<file path="src/rtl/pc_fetch_unit.sv">
// Fetch stage: owns the PC, drives the instruction memory address and
// registers the returned instruction with its PC for decode.
module pc_fetch_unit #(
    parameter int                ADDR_W   = 32,
    parameter logic [ADDR_W-1:0] RESET_PC = '0,
    parameter int                CNT_W    = 32
) (
    input  logic              clk,
    input  logic              rst_n,
    input  logic              stall,
    input  logic              redirect_valid,
    input  logic [ADDR_W-1:0] redirect_target,
    output logic [ADDR_W-1:0] imem_addr,
    input  logic [31:0]       imem_instr,
    output logic              if_valid,
    output logic [31:0]       if_instr,
    output logic [ADDR_W-1:0] if_pc,
    output logic              halted,
    output logic              misalign_err,
    output logic [CNT_W-1:0]  fetch_count
);

    typedef enum logic [1:0] {
        BOOT,
        RUN,
        HALT
    } state_t;

    state_t            state;
    state_t            state_n;
    logic [ADDR_W-1:0] pc;
    logic [ADDR_W-1:0] pc_n;
    logic              valid_n;
    logic [31:0]       instr_n;
    logic [ADDR_W-1:0] if_pc_n;
    logic              halted_n;
    logic              misalign_n;
    logic [CNT_W-1:0]  count_n;
    logic [ADDR_W-1:0] target_aligned;
    logic              target_misaligned;

    assign imem_addr         = pc;
    assign target_aligned    = {redirect_target[ADDR_W-1:2], 2'b00};
    assign target_misaligned = (redirect_target[1:0] != 2'b00);

    // Next-state and next-value logic; every register holds by default.
    always_comb begin
        state_n    = state;
        pc_n       = pc;
        valid_n    = if_valid;
        instr_n    = if_instr;
        if_pc_n    = if_pc;
        halted_n   = halted;
        misalign_n = misalign_err;
        count_n    = fetch_count;
        unique case (state)
            BOOT: begin
                valid_n = 1'b0;
                state_n = RUN;
            end
            RUN: begin
                if (redirect_valid) begin
                    pc_n    = target_aligned;
                    valid_n = 1'b0;
                    if (target_misaligned) misalign_n = 1'b1;
                end else if (stall) begin
                    // hold everything
                end else if (imem_instr == 32'h0) begin
                    valid_n  = 1'b0;
                    halted_n = 1'b1;
                    state_n  = HALT;
                end else begin
                    instr_n = imem_instr;
                    if_pc_n = pc;
                    valid_n = 1'b1;
                    pc_n    = pc + ADDR_W'(4);
                    count_n = fetch_count + CNT_W'(1);
                end
            end
            HALT: begin
                valid_n = 1'b0;
                if (redirect_valid) begin
                    pc_n     = target_aligned;
                    halted_n = 1'b0;
                    state_n  = RUN;
                    if (target_misaligned) misalign_n = 1'b1;
                end
            end
            default: begin
                valid_n = 1'b0;
                state_n = BOOT;
            end
        endcase
    end

    // State and datapath registers with asynchronous abort on reset.
    always_ff @(posedge clk or negedge rst_n) begin
        if (!rst_n) begin
            state        <= BOOT;
            pc           <= RESET_PC;
            if_valid     <= 1'b0;
            if_instr     <= 32'h0;
            if_pc        <= '0;
            halted       <= 1'b0;
            misalign_err <= 1'b0;
            fetch_count  <= '0;
        end else begin
            state        <= state_n;
            pc           <= pc_n;
            if_valid     <= valid_n;
            if_instr     <= instr_n;
            if_pc        <= if_pc_n;
            halted       <= halted_n;
            misalign_err <= misalign_n;
            fetch_count  <= count_n;
        end
    end

endmodule
</file>
<file path="config.mk">
export PLATFORM = sky130hd
export DESIGN_NAME = pc_fetch_unit
export DESIGN_NICKNAME = d
export VERILOG_FILES = /design/src/rtl/pc_fetch_unit.sv
export SDC_FILE = /design/constraint.sdc
export NUM_CORES = 1
export LEC_CHECK = 0
export CAP_MARGIN = 10
export CORE_ASPECT_RATIO = 1.1
export CORE_MARGIN = 4
export CORE_UTILIZATION = 47
export DETAILED_ROUTE_END_ITERATION = 7
export GPL_TIMING_DRIVEN = 0
export PLACE_DENSITY_LB_ADDON = 0.12
export SLEW_MARGIN = 20
export SYNTH_ARGS = -nofsm -noshare
export SYNTH_HDL_FRONTEND = slang
export SYNTH_SLANG_ARGS = --single-unit
</file>
<file path="constraint.sdc">
create_clock -name clk -period 2.1 [get_ports clk]
set_input_delay 0.21 -clock clk [delete_from_list [all_inputs] [get_ports clk]]
set_output_delay 0.21 -clock clk [all_outputs]
set_load 0.02 [all_outputs]
</file>
### Yosys cells after proc, flatten, opt, wreduce, memory -nomap -nowiden

Cells that the tools add are included.

* register bits after elaboration: 133
* bits of input ports: 68
* output and inout bits: 131
* word-level logic and storage cells: 50

* $add $sub $neg: 2
* equality and inequality tests: 8
* muxes and demuxes: 19
* bitwise gates (word level): 3
* reductions and logical operators: 10

Operators with widths (count)
* $mux W32: 4
* $pmux W32 S2: 1
* $add A32 B1 Y32 const B: 1
* $add A32 B3 Y32 const B: 1
* $logic_not A32 Y1: 1
* $reduce_and A4 Y1: 3
* $mux W1: 8
* $mux W2: 4
* $ne A2 B2 Y1 const B: 4
* $ne A3 B3 Y1 const B: 2
* $pmux W2 S3: 1
* $reduce_and A5 Y1: 1
* $reduce_bool A2 Y1: 2
* $not A1 Y1: 3
* $reduce_and A3 Y1: 1
* $eq A2 B1 Y1 const B: 1
* $eq A2 B2 Y1 const B: 1
* $logic_not A2 Y1: 1
* $pmux W1 S2: 1
* $reduce_or A2 Y1: 1

### Longest topological paths before layout

Gate-level depths: netlist of the first run.

* depth after elaboration: 5
* depth in mapped cells: 9
* mapped depth without buffers: 7

### Least setup slack after synthesis of the first run

No wires, ideal clock.

* path kind: flip-flop to flip-flop
* from: register pc[2], in the netlist imem_addr[2]
* to: register pc[28], in the netlist imem_addr[28]
* setup time: 0.080 ns
* arrival: 1.902 ns
* required time: 2.020 ns
* slack: 0.118 ns
* stages on the path, launching flop included: 8
* path buffers: 1
* clock period less this slack: 1.982 ns
* path through: dfrtp_1 > ha_1 > nand3_1 > nor4_4 > buf_6 > nand3_1 > a221oi_1 > a2bb2oi_1

* word-level cells in the longest chain between the ends: 5

Ends and longest elaborated chain
* from (decl): RTL line 31 `logic [ADDR_W-1:0] pc;`
* from (signal assigned): RTL line 109 `pc <= pc_n;`
* $add A32 B3 Y32: RTL line 76 `pc_n = pc + ADDR_W'(4);`
* $mux W32: RTL line 68 `end else if (imem_instr == 32'h0) begin`
* $mux W32: RTL line 66 `end else if (stall) begin`
* $mux W32: RTL line 62 `if (redirect_valid) begin`
* $pmux W32 S2: RTL line 56 `unique case (state)`

No other way between the ends. The select of a mux whose other input is x is not followed.
A chain may end at the register's enable or synchronous reset.

### Final worst setup path of the first run

* from: input imem_instr[26]
* to: register pc[7], in the netlist imem_addr[7]

* word-level cells in the longest chain between the ends: 3

Ends and longest elaborated chain
* from (decl): RTL line 14 `input logic [31:0] imem_instr,`
* $logic_not A32 Y1: RTL line 68
* $ne A3 B3 Y1 (no source line)
* $reduce_and A4 Y1 (no source line)

No other way between the ends.

==> results of run 1 <==
cell usage after synthesis (14+ instances only):
cell	number
nor2_1	16
nand3_1	28
a2bb2oi_1	24
buf_4	16
nand2_1	213
xor2_1	21
nor4_1	22
nand4_1	23
o21ai_0	19
dfrtp_1	129
a221oi_1	14
clkbuf_1	20
worst reg2reg max path, delay by kind of cell (launching register included):
kind                     cells  cell delay, ns
flip-flops                   1            0.38
AND/OR/NAND/NOR              1            0.26
adder cells (fa/ha/maj)      1            0.25
buffers and inverters        3            0.75
AO/OA/AOI/OAI                2            0.26
layer usage:
layer,GRT usage (%),part of all wire [%]
met1,31.9,40
met2,40.6,48
met3,7.63,9.5
met4,12.1,3.3
met5,0,0
logic make-up after synthesis:
family / after synthesis / share of synthesized area, %
adders and majority gates: 5 / 0.979
AOI/OAI and AO/OA: 112 / 13.3
muxes: 2 / 0.333
buffers and inverters: 62 / 5.64
xor gates and xnor gates: 31 / 4.25
DFF: 129 / 50.5
and+or+nand+nor: 341 / 24.9
other: 1 / 0.0587
how the worst min path moves through the flow:
stage / to / slack [ns] / depth (start not counted)
2_1_floorplan: fetch_count[0]$_DFFE_PN0P_ / -0.09 / 0
3_3_place_gp: misalign_err$_DFFE_PN0P_ / 0.45 / 1
3_5_place_dp: if_pc[15]$_DFFE_PN0P_ / 0.19 / 1
4_1_cts: misalign_err$_DFFE_PN0P_ / 0.14 / 3
5_1_grt: misalign_err$_DFFE_PN0P_ / 0.18 / 3
6_report: misalign_err$_DFFE_PN0P_ / 0.16 / 3
stage by stage:
stage	setup WS, ns	instance area (um^2)	std cells	setup TNS (ns)
after floorplan	0.118	6400	686	0
after detailed placement	-0.638	8600	1064	-55.83
after CTS	0.00898	9300	1097	0
after global routing	-0.00526	9370	1100	-0.00526
final	0.0595	9370	1100	0
after global placement	-4.22	8570	1063	-592.25
registers in the layout (all words and copies together) (netlist names):
signal / cells
misalign_err: 1
fetch_count: 32
if_pc: 30
state: 2
halted: 1
if_valid: 1
imem_addr: 30
if_instr: 32
where the power goes:
part / internal [uW] / leakage (uW) / switching (uW)
registers: 2800 / 0.00157 / 310
clock network: 2060 / 0.000308 / 1090
logic: 976 / 0.00232 / 1080
total: 5830 / 0.00419 / 2480
area by class of cell:
| class | instances | area, um^2 |
|---|---|---|
| buffer | 50 | 344 |
| clock buffer | 24 | 512 |
| clock inverter | 8 | 124 |
| fill | 1012 | 3900 |
| inverter | 10 | 37.5 |
| multi-input combinational | 495 | 2880 |
| sequential | 129 | 3230 |
| tap | 184 | 230 |
| timing repair buffer | 200 | 2010 |
timing repair:
item,4_1_cts,5_1_grt
setup buffers,1,4
setup endpoints to repair,111,110
endpoints found under the hold margin,62,0
pin swaps,2,5
hold buffers,1,0
resized for setup,19,20
==> results.toml, run 1 <==
[outcome]
status = "finished clean"

[layout]
antenna-diode-count = 0
fin_nets = 976
area_delta_synth_final_pct = 46.6
utilization_pct = 70.6
post_route_cells_drive_above_1_share_pct = 12.8
final_cell_mix = "nand2_1, clkdlybuf4s50_1, dfrtp_1, nand3_1, a2bb2oi_1"
mostFrequentLayoutCell = "nand2_1"

[yosys]
synth_ff_type = "dfrtp_1"
ys_seq_area_share_pct = 50.5
ys_ff_latch = 129
synth_edf_count = 0
synth.largest_area_cell = "dfrtp_1"
netlist_instances = 683
synthArstFlopShare_pct = 100
yosysUniqueCellTypes = 51
yosysWarnings = 0
avgSynthCellArea_um2 = 9.36
synth_area_leaders = "dfrtp_1, nand2_1, a2bb2oi_1"
yosysTopAreaCellShare_pct = 50.5
netlist_area_mm2 = 0.00639

[global_route]
grt_usage_pct = 25.4
grt_pass1_wl_mm = 31.6
grt_pass1_vias = 6227
antenna_found_initial = 0
overflow = 0
grt_start_max_net_pins = 68

[setup_path]
critPathMaxStageDelay_ns = 0.43
cp_top_family = "buffers and inverters"
required_ns = 2.39
worst_r2r_path_depth = 7
crit_type = "input port to flop"
end_kind = "flop"
worstSetupEndpoint = "imem_addr[7]$_DFFE_PN0P_"
startpoint_type = "input port"
cp.arrival_ns = 2.33
regToRegStartpoint = "state[0]$_DFFE_PN0P_"
path_cells = "clkdlybuf4s50_1 -> nor4_1 -> nand4_1 -> buf_4 -> o21ai_2 -> buf_4 -> buf_4 -> a211oi_1 -> a2bb2oi_1"
critPathMostFrequentCell = "buf_4"
cp_num_buf_inv = 4
ff2ff_setup_slack_ns = 0.09
cp_max_fo = 10
cp-startpoint = "imem_instr[26]"
slowest_stage = "nor4_1"
timing.rr.end = "imem_addr[7]$_DFFE_PN0P_"
cp_num_cells = 9

[place]
portBuffers = 193
routabilityCongestion = 0.928
hpwl_mm = 14.2

[route]
ant_nets = 0
drc = 0
vias = 6242
drt_iter0_drc = 600
first_pass_iters = 5
routed_wl_mm = 20.1
wire_per_inst_um = 18.2
viasPerCell = 5.67

[power]
peakVddDrop_v = 0.000548
power_leakage_uw = 0.00419
p_per_area_mw_per_mm2 = 887
finalPower_uw = 8310

[timing]
timing.fmax_mhz = 490
period_minus_slack_ns = 2.04
setup_viol = 0
holdWs_ns = 0.161
slew-limit-headroom_pct = 56.7
hold_viol = 0
drv_slew = 0
tightest_slew_ns = 0.649
clock_skew_ns = 0.00772
fin_crit_sh_pct = 97.2

[clocking]
cts-root-buf = "clkbuf_16"
clk_pin_slew_ns = 0.06
cts_htree_levels = 4
clk_path_buf_depth = 2
clock_latency_ns = 0.42
clock-sinks = 129
numCtsBuffers = 17
cts_tree = "yes"

[worst_hold_path]
worstHoldStart = "redirect_valid"
min_path_type = "input port to flop"

[die]
io_pins = 199
die_x_um = 119
die_y_um = 130
start_util_pct = 48.2
core_area_mm2 = 0.0133
dieArea_mm2 = 0.0155
fp-row-count = 44

[job]
maxCapViolCount = 0
No activity file was read; power rests on OpenSTA's default activity.
==> run 2: changes to the inputs <==
--- a/config.mk
+++ b/config.mk
@@ -10,6 +10,6 @@
 export CORE_MARGIN = 4
-export CORE_UTILIZATION = 47
+export CORE_UTILIZATION = 45
 export DETAILED_ROUTE_END_ITERATION = 7
 export GPL_TIMING_DRIVEN = 0
-export PLACE_DENSITY_LB_ADDON = 0.12
+export PLACE_DENSITY = 0.78
 export SLEW_MARGIN = 20
--- a/constraint.sdc
+++ b/constraint.sdc
@@ -3,2 +3,2 @@
 set_output_delay 0.21 -clock clk [all_outputs]
-set_load 0.02 [all_outputs]
+set_load 0.005 [all_outputs]
==> run 2 against run 1 <==
  * Worst setup slack improved by 0.031 ns
  * Global-route usage shrank 1.5 points
  * Register-to-register slack hardly changed
  * Non-clock buffer count is 1 higher
  * Power fell by 8.6%
  * Critical endpoint is now imem_addr[16]$_DFFE_PN0P_
  * Highest routed layer unchanged
==> results.toml, run 2 (synthesis gave the netlist of run 1 again) <==
[outcome]
status = "finished clean"

[die]
die_x_um = 122
die_y_um = 133
core_area_mm2 = 0.0139
fp-row-count = 45
io_pins = 199
start_util_pct = 46.2
dieArea_mm2 = 0.0162

[place]
portBuffers = 193
routabilityCongestion = 0.880
hpwl_mm = 13.5

[route]
drt_iter0_drc = 484
wire_per_inst_um = 17.4
vias = 6012
viasPerCell = 5.45
first_pass_iters = 5
routed_wl_mm = 19.2
ant_nets = 0
drc = 0

[clocking]
numCtsBuffers = 17
clk_path_buf_depth = 2
clock_latency_ns = 0.42
cts_htree_levels = 4
clk_pin_slew_ns = 0.05
clock-sinks = 129
cts-root-buf = "clkbuf_16"
cts_tree = "yes"

[global_route]
grt-busiest-layer = "met2"
grt_pass1_vias = 6008
grt_usage_pct = 24.0
grt_pass1_wl_mm = 30.6
use_met1_pct = 31.1
antenna_found_initial = 0
grt_start_max_net_pins = 78
met2_usage_pct = 36.8
use_met3_pct = 7.05
overflow = 0

[layout]
seqCellArea_mm2 = 0.00323
post_route_cells_drive_above_1_share_pct = 13.2
utilization_pct = 67.6
largestRegisters = "fetch_count: 32 flops, if_instr: 32 flops"
antenna-diode-count = 0
fillers = 1093
final_cell_mix = "nand2_1, clkdlybuf4s50_1, dfrtp_1, nand3_1, buf_4"
area_delta_synth_final_pct = 46.4
mostFrequentLayoutCell = "nand2_1"
fin_nets = 977
multi_input_area_mm2 = 0.00293

[power]
p_per_area_mw_per_mm2 = 811
seq_power_share_pct = 40.7
p_sw_uw = 2070
power_leakage_uw = 0.00419
combPwrFrac_pct = 22.1
p_sw_share_pct = 27.3
peakVddDrop_v = 0.000491
clkPwrFrac_pct = 37.2
finalPower_uw = 7600
internal-power_uw = 5530

[timing]
setup_viol = 0
rsz0062_at_grt = "yes"
slew-limit-headroom_pct = 60.3
fin_crit_sh_pct = 95.7
hold_viol = 0
drv_slew = 0
period_minus_slack_ns = 2.01
tightest_slew_ns = 0.595
clock_skew_ns = 0.00914
timing.fmax_mhz = 498

[worst_hold_path]
min_path_type = "input port to flop"

[setup_path]
required_ns = 2.44
crit_type = "flop to flop"
end_kind = "flop"
cp.arrival_ns = 2.35
cp_max_fo = 10
startpoint_type = "flop"

[job]
maxCapViolCount = 0
run 2: cell types whose count changed in the layout (fill, tap and decap cells not counted), sizes merged:
| cell | previous run | this run |
|---|---|---|
| buf | 36 | 38 |
| bufinv | 3 | 2 |
| clkbuf | 45 | 40 |
| clkinv | 3 | 5 |
| clkinvlp | 2 | 4 |
run 2: path summary, 6_finish.rpt:
kind / slack, ns / end / cells after the start / from
worst max register to register: 0.09 / imem_addr[16]$_DFFE_PN0P_ / 8 / state[0]$_DFFE_PN0P_
worst min register to register: 0.47 / if_pc[20]$_DFFE_PN0P_ / 2 / if_pc[20]$_DFFE_PN0P_
worst max-delay path: 0.09 / imem_addr[16]$_DFFE_PN0P_ / 8 / state[0]$_DFFE_PN0P_
min in group asynchronous: 0.28 / if_pc[5]$_DFFE_PN0P_ / 2 / rst_n
worst min-delay path: 0.14 / misalign_err$_DFFE_PN0P_ / 3 / redirect_valid
max in group asynchronous: 1.11 / fetch_count[10]$_DFFE_PN0P_ / 3 / rst_n
run 2: power by group through the flow:
stage               Clock (uW)  Sequential, uW  Combinational (uW)
finish                    2820            3090                1680
global route              2980            3150                1830
CTS                       2880            3090                1680
detailed placement           0            3120                1670
global placement             0            3120                1640
floorplan                    0            3100                 626
run 2: stage by stage:
step	setup slack [ns]	setup TNS, ns	area [um^2]	hold WS (ns)	std cells
2_1_floorplan	0.176	0	6400	-0.0856	686
3_3_place_gp	-4.41	-628.22	8570	0.451	1067
3_5_place_dp	-0.638	-55.52	8600	0.147	1068
4_1_cts	-0.0145	-0.0467	9220	0.127	1101
5_1_grt	-0.0408	-0.0535	9360	0.168	1104
6_report	0.0902	0	9360	0.142	1104
run 2: cell type report:
type | count | area share [%]
clock inverters | 11 | 1.23
clock buffers | 20 | 4.77
well taps | 188 | 2.51
flip-flops and latches | 129 | 34.5
inverters | 10 | 0.401
plain buffers | 51 | 3.80
repair buffers | 200 | 21.5
multi-input cells | 495 | 31.3
run 2: repair_timing:
action                                 in CTS  in global routing
hold buffers                                1                  0
setup buffers                               2                  3
endpoints found under the hold margin      52                  0
setup endpoints to repair                 108                116
gates cloned                                0                  0
resized for setup                          15                 40
pin swaps                                   2                  2
run 2: per-layer routing:
metal | wire, um | vias to the layer above
met3 | 1610 | 41
met4 | 592 | 0
met5 | 0 | -
met2 | 9080 | 261
met1 | 7930 | 2867
li1 | - | 2843
run 2: worst max-delay path, stage by stage, from the launching register on:
cell	delay (ns)
dfrtp_1	0.39
inv_1	0.10
ha_2	0.28
or2_2	0.14
clkbuf_1	0.23
buf_4	0.25
a21oi_1	0.06
a211oi_1	0.28
a2bb2oi_1	0.18
==> variant: new RTL, flow settings as in run 1 <==
The parameter `CNT_W` goes from 32 to 16.
--- a/src/rtl/pc_fetch_unit.sv
+++ b/src/rtl/pc_fetch_unit.sv
@@ -5,3 +5,3 @@
     parameter logic [ADDR_W-1:0] RESET_PC = '0,
-    parameter int                CNT_W    = 32
+    parameter int                CNT_W    = 16
 ) (
Interface: changed (resized fetch_count); port bits go from 199 to 183. No check against the original RTL was run, so the function may have changed too.
==> variant against run 1 <==
Combinational power fell by 5%. Cell area fell by 12%. Sequential cell count fell by 16. Synthesized area fell by 13%. Worst setup slack improved by 0.048 ns. Routed wire length fell by 16%. Largest power group unchanged. Sequential power fell by 10%. Largest cell class unchanged. Total power fell by 4.8%.
==> variant: results (changes against run 1) <==
.. list-table::
   :header-rows: 1

   * - Metric
     - Value
   * - Status
     - complete, no violations
   * - Global placement routability congestion
     - 0.903 (-2.6%)
   * - Worst rel slew slack
     - 62.2% (+5.4 points)
   * - Fraction of layout cells with a size suffix above 1
     - 11.2% (-1.6 points)
   * - Worst path arrival time
     - 2.29 ns (-0.04 ns)
   * - Worst clock skew
     - 0.00779 ns (+0.0000753 ns)
   * - Worst reg-to-reg path cell count
     - 8 (+1)
   * - Placed cell count
     - 947 (-11%)
   * - Slowest stage delay, CP
     - 0.38 ns (-0.05 ns)
   * - Number of nets in the layout
     - 891 (-8.7%)
   * - DRT Wirelength
     - 16.9 mm (-16%)
   * - FF-to-FF End
     - imem_addr[19]$_DFFE_PN0P_
   * - Top cells by area in the synthesized netlist
     - dfrtp_1 51%, nand2_1 15%, a21oi_1 3.7%
   * - Smallest hold slack
     - 0.164 ns (+0.00359 ns)
   * - Maximum number of pins on one net before global-route repair
     - 66 (-2.9%)
   * - Xor/xnor share of the synthesized area
     - 2.37% (-1.9 points)
   * - Port buffer count
     - 177 (-8.3%)
   * - Fmax
     - 502 MHz (+2.4%)
   * - Number of DRC markers after the initial detailed-route iteration
     - 482 (-20%)
   * - Number of standard cells after synthesis
     - 616 (-9.8%)
   * - Family with the most delay on the worst path
     - compound AO/OA/AOI/OAI gates
   * - Synthesized-area fraction occupied by ao, oa, aoi and oai cells
     - 12.9% (-0.41 points)
   * - CP max stage cell
     - dfrtp_1
   * - Met3 track demand over resource
     - 8.15% (+0.52 points)
   * - Number of filler instances in the final layout
     - 908 (-10%)
   * - Ranking of synthesized cells by instance count
     - 222 x nand2_1, 113 x dfrtp_1, 41 x a21oi_1
   * - Average via count per standard cell
     - 5.51 (-3.0%)
   * - Maximum fanout encountered on the critical timing path
     - 8 (-2)
variant: worst max-delay path by stage:
stage                             start                    endpoint  cells after the start
2_1_floorplan  imem_addr[2]$_DFFE_PN0P_   imem_addr[26]$_DFFE_PN0P_                      8
3_3_place_gp                      rst_n       if_pc[22]$_DFFE_PN0P_                      1
3_5_place_dp              imem_instr[1]  fetch_count[1]$_DFFE_PN0P_                      8
4_1_cts        imem_addr[2]$_DFFE_PN0P_   imem_addr[26]$_DFFE_PN0P_                      8
5_1_grt            state[0]$_DFFE_PN0P_   imem_addr[12]$_DFFE_PN0P_                      8
6_report           state[0]$_DFFE_PN0P_   imem_addr[19]$_DFFE_PN0P_                      8
variant: cell families (layout without fill, tap and decap cells):
kind of cell	Yosys count	count (layout)
xor+xnor	15	15
simple gates	320	320
mux	1	1
compound gates	111	111
fa+ha+maj	5	5
buf+inv	50	262
other cells	1	4
flops	113	113
variant: layout make-up:
class | count | area share, %
well taps | 150 | 2.27
flip-flops and latches | 113 | 34.2
clock buffers | 19 | 5.35
repair buffers | 182 | 22.2
plain buffers | 43 | 3.51
clock inverters | 13 | 2.53
multi-input cells | 456 | 29.7
inverters | 5 | 0.227
variant: what timing repair did:
action / in CTS / in global routing
hold endpoints to repair: 48 / 0
resized for setup: 6 / 16
endpoints found under the setup margin: 26 / 27
hold buffers: 1 / 0
buffers inserted: 0 / 3
cloned: 0 / 0
variant: report_power, final:
| group | switching, mW | internal [mW] |
|---|---|---|
| Combinational | 1.01 | 0.934 |
| Sequential | 0.295 | 2.49 |
| Clock | 1.04 | 2.14 |
| Total | 2.35 | 5.56 |
variant: metal layers:
layer  part of all wire (%)  wire, µm
met1                     41      6930
met5                      0         0
met3                    9.2      1550
met2                     49      8200
met4                    1.4       229
